===== config.mk =====
export PLATFORM = sky130hd
export DESIGN_NAME = uart_tx_fifo
export DESIGN_NICKNAME = d
export VERILOG_FILES = /design/src/rtl/uart_pkg.sv /design/src/rtl/sync_fifo_8.sv /design/src/rtl/uart_tx_fifo.sv
export SDC_FILE = /design/constraint.sdc
export NUM_CORES = 1
export LEC_CHECK = 0
export BUFFER_PORTS_ARGS = -buffer_cell sky130_fd_sc_hd__buf_2
export CORE_UTILIZATION = 50
export CTS_CLUSTER_SIZE = 24
export DETAILED_ROUTE_END_ITERATION = 10
export PLACE_DENSITY_LB_ADDON = 0.2
export SYNTH_ARGS = -nofsm -noshare
export SYNTH_HDL_FRONTEND = slang
export SYNTH_HIERARCHICAL = 1
export SYNTH_SLANG_ARGS = --single-unit

===== constraint.sdc =====
create_clock -name clk -period 3.9 [get_ports clk]
set_clock_uncertainty 0.15 [all_clocks]
set_input_delay 0.39 -clock clk [delete_from_list [all_inputs] [get_ports clk]]
set_output_delay 0.39 -clock clk [all_outputs]
set_load 0.02 [all_outputs]

===== src/rtl/uart_pkg.sv =====
// Shared UART definitions: data width and the TX front-end handshake states.
package uart_pkg;

  localparam int unsigned UART_DATA_W = 8;

  typedef enum logic [1:0] {
    IDLE       = 2'd0,
    ISSUE      = 2'd1,
    WAIT_START = 2'd2,
    WAIT_DONE  = 2'd3
  } tx_state_e;

endpackage


===== src/rtl/sync_fifo_8.sv =====
// Byte-wide synchronous FIFO with registered occupancy flags and overflow pulse.
module sync_fifo_8
  import uart_pkg::*;
#(
  parameter  int unsigned DEPTH  = 16,
  localparam int unsigned ADDR_W = $clog2(DEPTH)
) (
  input  logic                   clk,
  input  logic                   resetn,
  input  logic [UART_DATA_W-1:0] wr_d_i,
  input  logic                   wr_e_i,
  input  logic                   rd_e_i,
  output logic [UART_DATA_W-1:0] rd_d_o,
  output logic                   full_o,
  output logic                   empty_o,
  output logic [ADDR_W:0]        level_o,
  output logic                   overflow_o
);

  logic [UART_DATA_W-1:0] r_mem [DEPTH];
  logic [ADDR_W-1:0]      r_wr_ptr;
  logic [ADDR_W-1:0]      r_rd_ptr;
  logic [ADDR_W:0]        r_level;
  logic                   r_full;
  logic                   r_empty;
  logic                   r_overflow;

  logic                   w_push;
  logic                   w_pop;
  logic [ADDR_W:0]        w_level_nxt;

  // A pop in the same cycle frees a slot, so a write at full is still accepted.
  always_comb begin
    w_pop       = rd_e_i & ~r_empty;
    w_push      = wr_e_i & (~r_full | w_pop);
    w_level_nxt = r_level;
    if (w_push && !w_pop) begin
      w_level_nxt = r_level + (ADDR_W+1)'(1);
    end else if (w_pop && !w_push) begin
      w_level_nxt = r_level - (ADDR_W+1)'(1);
    end
  end

  always_ff @(posedge clk) begin
    if (w_push) begin
      r_mem[r_wr_ptr] <= wr_d_i;
    end
  end

  always_ff @(posedge clk) begin
    if (!resetn) begin
      r_wr_ptr   <= '0;
      r_rd_ptr   <= '0;
      r_level    <= '0;
      r_full     <= 1'b0;
      r_empty    <= 1'b1;
      r_overflow <= 1'b0;
    end else begin
      if (w_push) begin
        r_wr_ptr <= r_wr_ptr + ADDR_W'(1);
      end
      if (w_pop) begin
        r_rd_ptr <= r_rd_ptr + ADDR_W'(1);
      end
      r_level    <= w_level_nxt;
      r_full     <= (w_level_nxt == (ADDR_W+1)'(DEPTH));
      r_empty    <= (w_level_nxt == '0);
      r_overflow <= wr_e_i & ~w_push;
    end
  end

  assign rd_d_o     = r_mem[r_rd_ptr];
  assign full_o     = r_full;
  assign empty_o    = r_empty;
  assign level_o    = r_level;
  assign overflow_o = r_overflow;

endmodule


===== src/rtl/uart_tx_fifo.sv =====
// Buffers host bytes and feeds uart_tx one frame at a time via its enable/busy handshake.
module uart_tx_fifo
  import uart_pkg::*;
#(
  parameter  int unsigned DEPTH  = 16,
  localparam int unsigned ADDR_W = $clog2(DEPTH)
) (
  input  logic                   clk,
  input  logic                   resetn,
  input  logic [UART_DATA_W-1:0] wr_d_i,
  input  logic                   wr_e_i,
  output logic                   full_o,
  output logic                   empty_o,
  output logic [ADDR_W:0]        level_o,
  output logic                   overflow_o,
  output logic [UART_DATA_W-1:0] tx_d_o,
  output logic                   tx_e_o,
  input  logic                   tx_busy_i
);

  tx_state_e              r_state;
  tx_state_e              w_state_nxt;
  logic [UART_DATA_W-1:0] r_tx_d;
  logic [UART_DATA_W-1:0] w_fifo_d;
  logic                   w_empty;
  logic                   w_pop;

  sync_fifo_8 #(
    .DEPTH (DEPTH)
  ) u_fifo (
    .clk        (clk),
    .resetn     (resetn),
    .wr_d_i     (wr_d_i),
    .wr_e_i     (wr_e_i),
    .rd_e_i     (w_pop),
    .rd_d_o     (w_fifo_d),
    .full_o     (full_o),
    .empty_o    (w_empty),
    .level_o    (level_o),
    .overflow_o (overflow_o)
  );

  always_comb begin
    w_state_nxt = r_state;
    w_pop       = 1'b0;
    unique case (r_state)
      IDLE: begin
        if (!w_empty && !tx_busy_i) begin
          w_pop       = 1'b1;
          w_state_nxt = ISSUE;
        end
      end
      // uart_tx may already report busy in the strobe cycle; skip WAIT_START then.
      ISSUE:      w_state_nxt = tx_busy_i ? WAIT_DONE : WAIT_START;
      WAIT_START: if (tx_busy_i)  w_state_nxt = WAIT_DONE;
      WAIT_DONE:  if (!tx_busy_i) w_state_nxt = IDLE;
      default:    w_state_nxt = IDLE;
    endcase
  end

  always_ff @(posedge clk) begin
    if (!resetn) begin
      r_state <= IDLE;
      r_tx_d  <= '0;
    end else begin
      r_state <= w_state_nxt;
      if (w_pop) begin
        r_tx_d <= w_fifo_d;
      end
    end
  end

  assign empty_o = w_empty;
  assign tx_d_o  = r_tx_d;
  // Gated by resetn so no start strobe escapes in the first reset cycle.
  assign tx_e_o  = (r_state == ISSUE) & resetn;

endmodule


==> results.json, run 1 <==
{
  "outcome": "finished, final reports clean",
  "finalCritPeriodShare": 0.773,
  "synth_seq_area_share": 0.692,
  "path_class": "register to register",
  "syn_area_mm2": 0.00642,
  "hold_class": "input pin to register",
  "slew_violations": 0,
  "ys.flop_type": "edfxtp_1",
  "vias_per_cell": 5.52,
  "synth_enable_flop_cells": 128,
  "rrSetupSlack_ns": 0.89,
  "cts_buffer_depth": 2,
  "layout.nets": 410,
  "r2r_cells": 8,
  "dp.cells": 539,
  "synthTopCellsByCount": "128 x edfxtp_1, 30 x dfxtp_1, 28 x nor2_1",
  "htreeDepth": 4,
  "clk_latency_ns": 0.42,
  "r2r_start": "r_state[0]",
  "critPathLaunchType": "register",
  "ios": 29,
  "grt_start_max_net_pins": 33,
  "cts_root_buf": "clkbuf_16",
  "first_iter_violations": 243,
  "synth_cell_types": 46,
  "syn_to_final_growth_pct": 14.5,
  "crit_chain": "inv_1, ha_1, nor3b_2, buf_4, nand2b_1, a21boi_2, nand2_1, nor2_1",
  "syn_inst": 346,
  "fin_cells": 571,
  "die_w_um": 115,
  "vdd_drop_max_mv": 0.324,
  "worst-endpoint-required_ns": 3.80,
  "ctsHoldBuffers": 0,
  "maxSlewHeadroom": 0.349,
  "hold_ws_ns": 0.113,
  "slowest_stage": "nor2_1",
  "power.density_mw_per_mm2": 547,
  "synth_area_per_cell_um2": 18.6,
  "tns_ns": 0,
  "cp_max_fo": 12,
  "setup_viol": 0,
  "yosys-top-cells-area": "edfxtp_1 60%, mux4_1 9.8%, dfxtp_1 9.4%",
  "antenna_left": 0,
  "synth_top_area_share": 0.599,
  "globalplace.congestion": 0.779,
  "synth_nets": 370,
  "fmax_ghz": 0.332,
  "critPathArrivalTime_ns": 2.91,
  "fp-row-count": 41,
  "start_util": 0.511,
  "holdPathEnd": "u_fifo/overflow_o",
  "cts_made_buffers": 17,
  "hold_depth": 3,
  "fin_crit_ns": 3.01,
  "rsz0062_at_grt": "no",
  "maxCapViolations": 0,
  "worst_pin_slew_ns": 0.977,
  "hold_violations": 0,
  "path_delay_family": "simple AND/OR/NAND/NOR gates",
  "dpl.hpwl_um": 7680,
  "critPathCaptureType": "register",
  "antenna_found_initial": 0,
  "cts_setup_buffers": 0,
  "synth_top_cell_by_area": "edfxtp_1",
  "drive_above_1_share": 0.216,
  "cts_tree": "built",
  "num_antenna_cells": 0,
  "synthArstFlopShare": 0,
  "drcViolationCount": 0,
  "ys_warn_count": 6,
  "reg2reg_to": "u_fifo/r_mem[12][5]",
  "cp_slowest_stage_delay_ns": 0.66,
  "ys_ff_latch": 158,
  "n_fill_cell": 925,
  "yosysMostFrequentCell": "edfxtp_1",
  "wl_per_cell_um": 20.7,
  "dieArea_mm2": 0.0133,
  "drt-total-wl_um": 11800,
  "grtUsageTotal": 0.199,
  "clk_pin_slew_ns": 0.06,
  "first_global_vias": 3112,
  "p_leak_nw": 2.48,
  "min-delay-start": "wr_e_i",
  "vias": 3151,
  "firstDrtPassIters": 4,
  "post_cts_resize_count": 0,
  "grt_overflow": 0,
  "critical_path_buf_inv_count": 2,
  "fp.dieH_um": 115,
  "clock_sinks": 158,
  "core_area_mm2": 0.0126,
  "portBuffers": 28,
  "grt_pass1_wl_um": 18100
}
power breakdown:
part,internal (mW),total [mW],switching (mW)
combinational,0.182,0.383,0.201
sequential,1.87,1.93,0.0572
clock,1.07,1.71,0.637
sequential cells by signal, indices dropped and copies added, names as in the netlist, named ones only:
name / count
r_state: 2
tx_d_o: 8
u_fifo/empty_o: 1
u_fifo/full_o: 1
u_fifo/level_o: 5
u_fifo/overflow_o: 1
u_fifo/r_mem: 128
u_fifo/r_rd_ptr: 4
u_fifo/r_wr_ptr: 4
stage by stage:
step	power [mW]	cell area, um2	util	setup WS, ns
final	4.02	7350	0.585	0.887
after detailed placement	2.35	6730	0.536	0.849
after global routing	4.18	7350	0.585	0.580
after global placement	2.34	6730	0.536	0.994
after CTS	4.05	7350	0.585	0.842
after floorplan	2.24	6420	-	1.16
kinds of logic after synthesis:
| kind of cell | after synthesis | share of synthesized area |
|---|---|---|
| simple gates | 76 | 0.0583 |
| fa+ha+maj | 12 | 0.0234 |
| flops | 158 | 0.692 |
| compound gates | 18 | 0.0207 |
| buf+inv | 22 | 0.0209 |
| mux | 50 | 0.171 |
| xor+xnor | 10 | 0.0136 |
tightest hold or removal path: cells and delay by family:
family	cells	cell delay [ns]
buf+inv	1	0.15
simple gates	2	0.11
routing by layer:
metal  vias to the layer above  global-route usage  share of wire  wire length, um
li1                       1461                   -              -                -
met1                      1605               0.262           0.44             5150
met2                        74               0.317           0.51             5990
met3                        11              0.0511          0.048              566
met4                         0              0.0797          0.011              129
met5                         -                   0              0                0
how the worst max path moves through the flow:
stage / slack (ns) / from / cells after the start / to
2_1_floorplan: 1.16 / r_state[0] / 8 / u_fifo/r_mem[3][0]
3_3_place_gp: 0.99 / r_state[0] / 8 / u_fifo/r_mem[14][7]
3_5_place_dp: 0.85 / r_state[0] / 8 / u_fifo/r_mem[10][0]
4_1_cts: 0.84 / r_state[0] / 8 / u_fifo/r_mem[10][3]
5_1_grt: 0.58 / r_state[0] / 8 / u_fifo/r_mem[10][6]
6_report: 0.89 / r_state[0] / 8 / u_fifo/r_mem[12][5]
final cells by class:
type | count | area [um2] | area share
inverters | 7 | 26.3 | 0.00358
clock buffers | 18 | 429 | 0.0584
flip-flops and latches | 158 | 4450 | 0.605
clock inverters | 14 | 188 | 0.0255
repair buffers | 36 | 200 | 0.0272
multi-input cells | 166 | 1850 | 0.251
well taps | 172 | 215 | 0.0293
placed cells by master (no fill, tap or decap), types with 9 or more instances in the layout:
master / netlist / final
mux4_1: 24 / 24
dfxtp_1: 30 / 29
mux4_2: 16 / 16
buf_2: 1 / 28
clkbuf_16: 0 / 17
nand2_1: 14 / 14
nor2b_1: 10 / 10
nor2_1: 28 / 28
mux2i_1: 9 / 9
edfxtp_1: 128 / 128
ha_1: 12 / 12
No activity file was read; power rests on OpenSTA's default activity.
==> run 2, diff against run 1 <==
==> constraint.sdc (replaced) <==
create_clock -name clk -period 3 [get_ports clk]
set_clock_uncertainty 0.15 [all_clocks]
set_input_delay 0.3 -clock clk [delete_from_list [all_inputs] [get_ports clk]]
set_output_delay 0.3 -clock clk [all_outputs]
set_load 0.02 [all_outputs]
==> run 2 against run 1 <==
  * Flip-flop and latch count is the same
  * Critical endpoint is now u_fifo/r_mem[3][4]
  * Wire length grew 0.48%
  * Non-clock buffer count grew 12
  * Via count grew 1.3%
  * Core utilization grew 0.55 points
  * Clock power grew 23%
  * Count of clock-buffer cells in the layout grew 3
  * Register-to-register slack lost 0.46 ns
  * Final area grew 0.94%
  * Worst setup slack lost 0.46 ns
  * Largest cell class unchanged
  * First-iteration DRC count shrank 21%
  * Critical path depth is the same
==> results.json, run 2 (synthesized netlist as in run 1, its figures left out) <==
{
  "firstDrtPassIters": 6,
  "first_global_vias": 3123,
  "cts_tree": "built",
  "portBuffers": 28,
  "ctsHoldBuffers": 0,
  "tns_ns": 0,
  "clock_sinks": 158,
  "num_antenna_cells": 0,
  "dp.cells": 551,
  "top_register": "u_fifo/r_mem",
  "syn_to_final_growth_pct": 15.6,
  "fp.dieH_um": 115,
  "fin_util": 0.590,
  "layout_common_cells": "128 x edfxtp_1, 29 x dfxtp_1, 28 x nor2_1, 28 x buf_2, 24 x mux4_1",
  "cts_made_buffers": 17,
  "cp_max_fo": 8,
  "worst-endpoint-required_ns": 2.98,
  "critPathArrivalTime_ns": 2.55,
  "fp-row-count": 41,
  "maxSlewHeadroom": 0.605,
  "clk_latency_ns": 0.42,
  "placed_area_mm2": 0.00684,
  "globalplace.congestion": 0.773,
  "outcome": "finished, final reports clean",
  "grt_pass1_wl_um": 18100,
  "layout.nets": 422,
  "fin_cells": 583,
  "dpl.hpwl_um": 7630,
  "layout_commonest_cell": "edfxtp_1",
  "first_iter_violations": 191,
  "antenna_left": 0,
  "vdd_drop_max_mv": 0.383,
  "path_class": "register to register",
  "rsz0062_at_grt": "no",
  "final_area_mm2": 0.00742,
  "cts_root_buf": "clkbuf_16",
  "critPathLaunchType": "register",
  "largest_reg_flops": 128,
  "vias": 3192,
  "fmax_ghz": 0.389,
  "p_leak_nw": 2.54,
  "core_area_mm2": 0.0126,
  "seq_area_mm2": 0.00445,
  "grtUsageTotal": 0.199,
  "cts_setup_buffers": 0,
  "multiInputGateArea_mm2": 0.00185,
  "hold_class": "input pin to register",
  "grt_start_max_net_pins": 33,
  "maxCapViolations": 0,
  "clk_pin_slew_ns": 0.06,
  "post_cts_resize_count": 0,
  "slew_violations": 0,
  "antenna_found_initial": 0,
  "htreeDepth": 4,
  "critPathCaptureType": "register",
  "power.density_mw_per_mm2": 689,
  "dieArea_mm2": 0.0133,
  "drcViolationCount": 0,
  "wl_per_cell_um": 20.4,
  "cts_buffer_depth": 2,
  "fin_crit_ns": 2.57,
  "vias_per_cell": 5.48,
  "n_fill_cell": 932,
  "start_util": 0.511,
  "ios": 29,
  "hold_violations": 0,
  "worst_pin_slew_ns": 0.592,
  "setup_viol": 0,
  "finalCritPeriodShare": 0.858,
  "grt_overflow": 0,
  "drt-total-wl_um": 11900,
  "drive_above_1_share": 0.241,
  "die_w_um": 115
}
==> run 2: changes by cell type in the layout (fill, tap and decap cells not counted), moves of 2 or more <==
cell,delta
clkbuf_1,+2
clkinv_1,-3
buf_4,+11
bufinv_16,-2
==> run 2: per-layer routing <==
layer  vias to the layer above  part of all wire  GRT usage  wire length [um]
met3                         7             0.030     0.0411               361
met2                        64              0.48      0.308              5750
li1                       1479                 -          -                 -
met1                      1642              0.47      0.274              5630
met5                         -                 0          0                 0
met4                         0             0.012     0.0909               144
==> run 2: cell type report <==
type,instances,area share
Clock inverter,11,0.0179
Clock buffer,21,0.0607
Multi-Input combinational cell,166,0.249
Sequential cell,158,0.599
Timing Repair Buffer,48,0.0408
Tap cell,172,0.0290
Inverter,7,0.00354
==> run 2: critical path: stages (launching register included) <==
cell	delay [ns]
dfxtp_1	0.34
inv_1	0.14
ha_1	0.20
nor3b_2	0.29
nand2b_1	0.20
a21boi_2	0.36
nand2_1	0.21
nor3_1	0.19
buf_4	0.20
==> run 2: where the power goes <==
group          internal (mW)  leakage [nW]  total, mW  switching, mW
Clock                   1.26         0.284       2.11          0.848
Combinational          0.242         0.852      0.514          0.273
Sequential              2.43          1.40       2.49         0.0592
Total                   3.93          2.54       5.11           1.18
==> run 2: path summary, 6_finish.rpt <==
path / startpoint / end / slack (ns) / cells past startpoint
setup / recovery: r_state[0] / u_fifo/r_mem[3][4] / 0.43 / 8
hold / removal: wr_e_i / u_fifo/overflow_o / 0.03 / 3
setup reg to reg: r_state[0] / u_fifo/r_mem[3][4] / 0.43 / 8
hold reg to reg: u_fifo/r_rd_ptr[1] / register / 0.36 / 2
==> run 2: metrics by stage <==
stage | setup WS (ns) | hold slack, ns | power [mW]
after floorplan | 0.262 | 0.230 | 2.91
final | 0.427 | 0.0328 | 5.11
after global routing | 0.163 | 0.0450 | 5.30
after detailed placement | 0.462 | 0.343 | 3.06
after CTS | 0.428 | 0.0143 | 5.16
after global placement | 0.585 | 0.334 | 3.03
==> run 3, diff against run 2 <==
--- a/config.mk
+++ b/config.mk
@@ -6,6 +6,9 @@
 export NUM_CORES = 1
 export LEC_CHECK = 0
 export BUFFER_PORTS_ARGS = -buffer_cell sky130_fd_sc_hd__buf_2
+export CAP_MARGIN = 20
+export CELL_PAD_IN_SITES_DETAIL_PLACEMENT = 1
+export CELL_PAD_IN_SITES_GLOBAL_PLACEMENT = 1
 export CORE_UTILIZATION = 50
 export CTS_CLUSTER_SIZE = 24
 export DETAILED_ROUTE_END_ITERATION = 10
==> run 3 against run 2 <==
  * Register-to-register slack about the same
  * Worst setup slack improved by 0.0069 ns
  * Final area increased by 0.57%
  * Wire length grew 20%
  * Largest power group unchanged
  * Largest cell class unchanged
  * Count of clock-buffer cells in the layout is 4 lower
  * Die area stayed put
  * Non-clock buffer count up 2
  * Power up 2.6%
  * Core utilization increased by 0.34 points
  * Clock power grew 5%
  * Combinational power grew 4.9%
==> results.json, run 3 (synthesized netlist as in run 1, its figures left out) <==
{
  "maxSlewHeadroom": 0.505,
  "dieArea_mm2": 0.0133,
  "first_iter_violations": 214,
  "path_delay_family": "simple AND/OR/NAND/NOR gates",
  "portBuffers": 28,
  "multiInputGateArea_mm2": 0.00185,
  "hold_class": "input pin to register",
  "maxCapViolations": 0,
  "n_fill_cell": 1121,
  "dp.cells": 553,
  "clk_pin_slew_ns": 0.06,
  "wl_per_cell_um": 24.4,
  "cp_slowest_stage_delay_ns": 0.34,
  "layout.nets": 424,
  "cts_tree": "built",
  "critical_path_buf_inv_count": 3,
  "antenna_left": 0,
  "cts_setup_buffers": 0,
  "cts_made_buffers": 17,
  "ctsHoldBuffers": 0,
  "tns_ns": 0,
  "start_util": 0.511,
  "fin_crit_ns": 2.57,
  "placed_area_mm2": 0.00685,
  "num_antenna_cells": 0,
  "critPathCaptureType": "register",
  "post_cts_resize_count": 0,
  "fin_cells": 585,
  "drt-total-wl_um": 14300,
  "grt_pass1_wl_um": 21100,
  "p_leak_nw": 2.56,
  "antenna_found_initial": 0,
  "final_area_mm2": 0.00746,
  "htreeDepth": 4,
  "slew_violations": 0,
  "layout_common_cells": "128 x edfxtp_1, 29 x dfxtp_1, 28 x nor2_1, 28 x buf_2, 24 x mux4_1",
  "core_area_mm2": 0.0126,
  "fp-row-count": 41,
  "outcome": "finished, final reports clean",
  "die_w_um": 115,
  "layout_commonest_cell": "edfxtp_1",
  "critPathLaunchType": "register",
  "critPathArrivalTime_ns": 2.55,
  "crit_top_cell": "buf_4",
  "ios": 29,
  "power.density_mw_per_mm2": 703,
  "clock_sinks": 158,
  "clk_latency_ns": 0.43,
  "grt_overflow": 0,
  "fmax_ghz": 0.390,
  "first_global_vias": 3403,
  "top_register": "u_fifo/r_mem",
  "globalplace.congestion": 0.720,
  "seq_area_mm2": 0.00445,
  "setup_viol": 0,
  "worst_pin_slew_ns": 0.741,
  "hold_ws_ns": 0.0144,
  "cts_root_buf": "clkbuf_16",
  "dpl.hpwl_um": 9240,
  "grtUsageTotal": 0.237,
  "hold_violations": 0,
  "firstDrtPassIters": 4,
  "rsz0062_at_grt": "no",
  "crit_chain": "inv_1, ha_1, nor3b_2, nand2b_1, a21boi_2, buf_4, nand2_1, nor3_1, buf_4",
  "syn_to_final_growth_pct": 16.2,
  "vias_per_cell": 5.76,
  "vdd_drop_max_mv": 0.455,
  "vias": 3372,
  "cts_buffer_depth": 2,
  "worst-endpoint-required_ns": 2.98,
  "drive_above_1_share": 0.252,
  "finalCritPeriodShare": 0.855,
  "fp.dieH_um": 115,
  "cp_max_fo": 8,
  "path_class": "register to register",
  "drcViolationCount": 0,
  "grt_start_max_net_pins": 33,
  "largest_reg_flops": 128,
  "slowest_stage": "dfxtp_1"
}
run 3: cell count changes in the layout (fill, tap and decap cells not counted), sizes merged:
cell and change:
buf +2, clkbuf -4, clkinvlp +1, bufinv +1, clkinv +2
run 3: worst paths after layout:
kind	start	to	cells after the start	slack, ns
setup reg to reg	r_state[0]	u_fifo/r_mem[3][7]	9	0.43
hold reg to reg	tx_d_o[6]	tx_d_o[6]	2	0.37
hold / removal	wr_e_i	u_fifo/overflow_o	3	0.01
setup / recovery	r_state[0]	u_fifo/r_mem[3][7]	9	0.43
run 3: power breakdown:
group / switching [mW] / internal [mW]
sequential: 0.0641 / 2.43
clock: 0.891 / 1.32
combinational: 0.292 / 0.247
run 3: final cells by class:
type | instances | share of cell area
flip-flops and latches | 158 | 0.596
repair buffers | 50 | 0.0426
clock buffers | 17 | 0.0570
clock inverters | 15 | 0.0248
multi-input cells | 166 | 0.247
inverters | 7 | 0.00352
well taps | 172 | 0.0288
run 3: through the flow:
| stage | worst slack (ns) | utilization | power (mW) |
|---|---|---|---|
| 2_1_floorplan | 0.262 | - | 2.91 |
| 3_3_place_gp | 0.565 | 0.545 | 3.05 |
| 3_5_place_dp | 0.463 | 0.545 | 3.08 |
| 4_1_cts | 0.427 | 0.594 | 5.28 |
| 5_1_grt | 0.225 | 0.594 | 5.41 |
| 6_report | 0.434 | 0.594 | 5.24 |
run 3: worst register-to-register path: stages (launching register included):
cell,delay [ns]
dfxtp_1,0.34
inv_1,0.14
ha_1,0.21
nor3b_2,0.29
nand2b_1,0.22
a21boi_2,0.20
buf_4,0.17
nand2_1,0.14
nor3_1,0.19
buf_4,0.23
run 3: metal layers:
layer	part of all wire	wire length (um)	global-route usage	up-vias
met5	0	0	0	-
met4	0.021	297	0.0909	0
met3	0.050	711	0.0664	30
met2	0.49	7050	0.377	105
met1	0.44	6210	0.310	1752
li1	-	-	-	1485
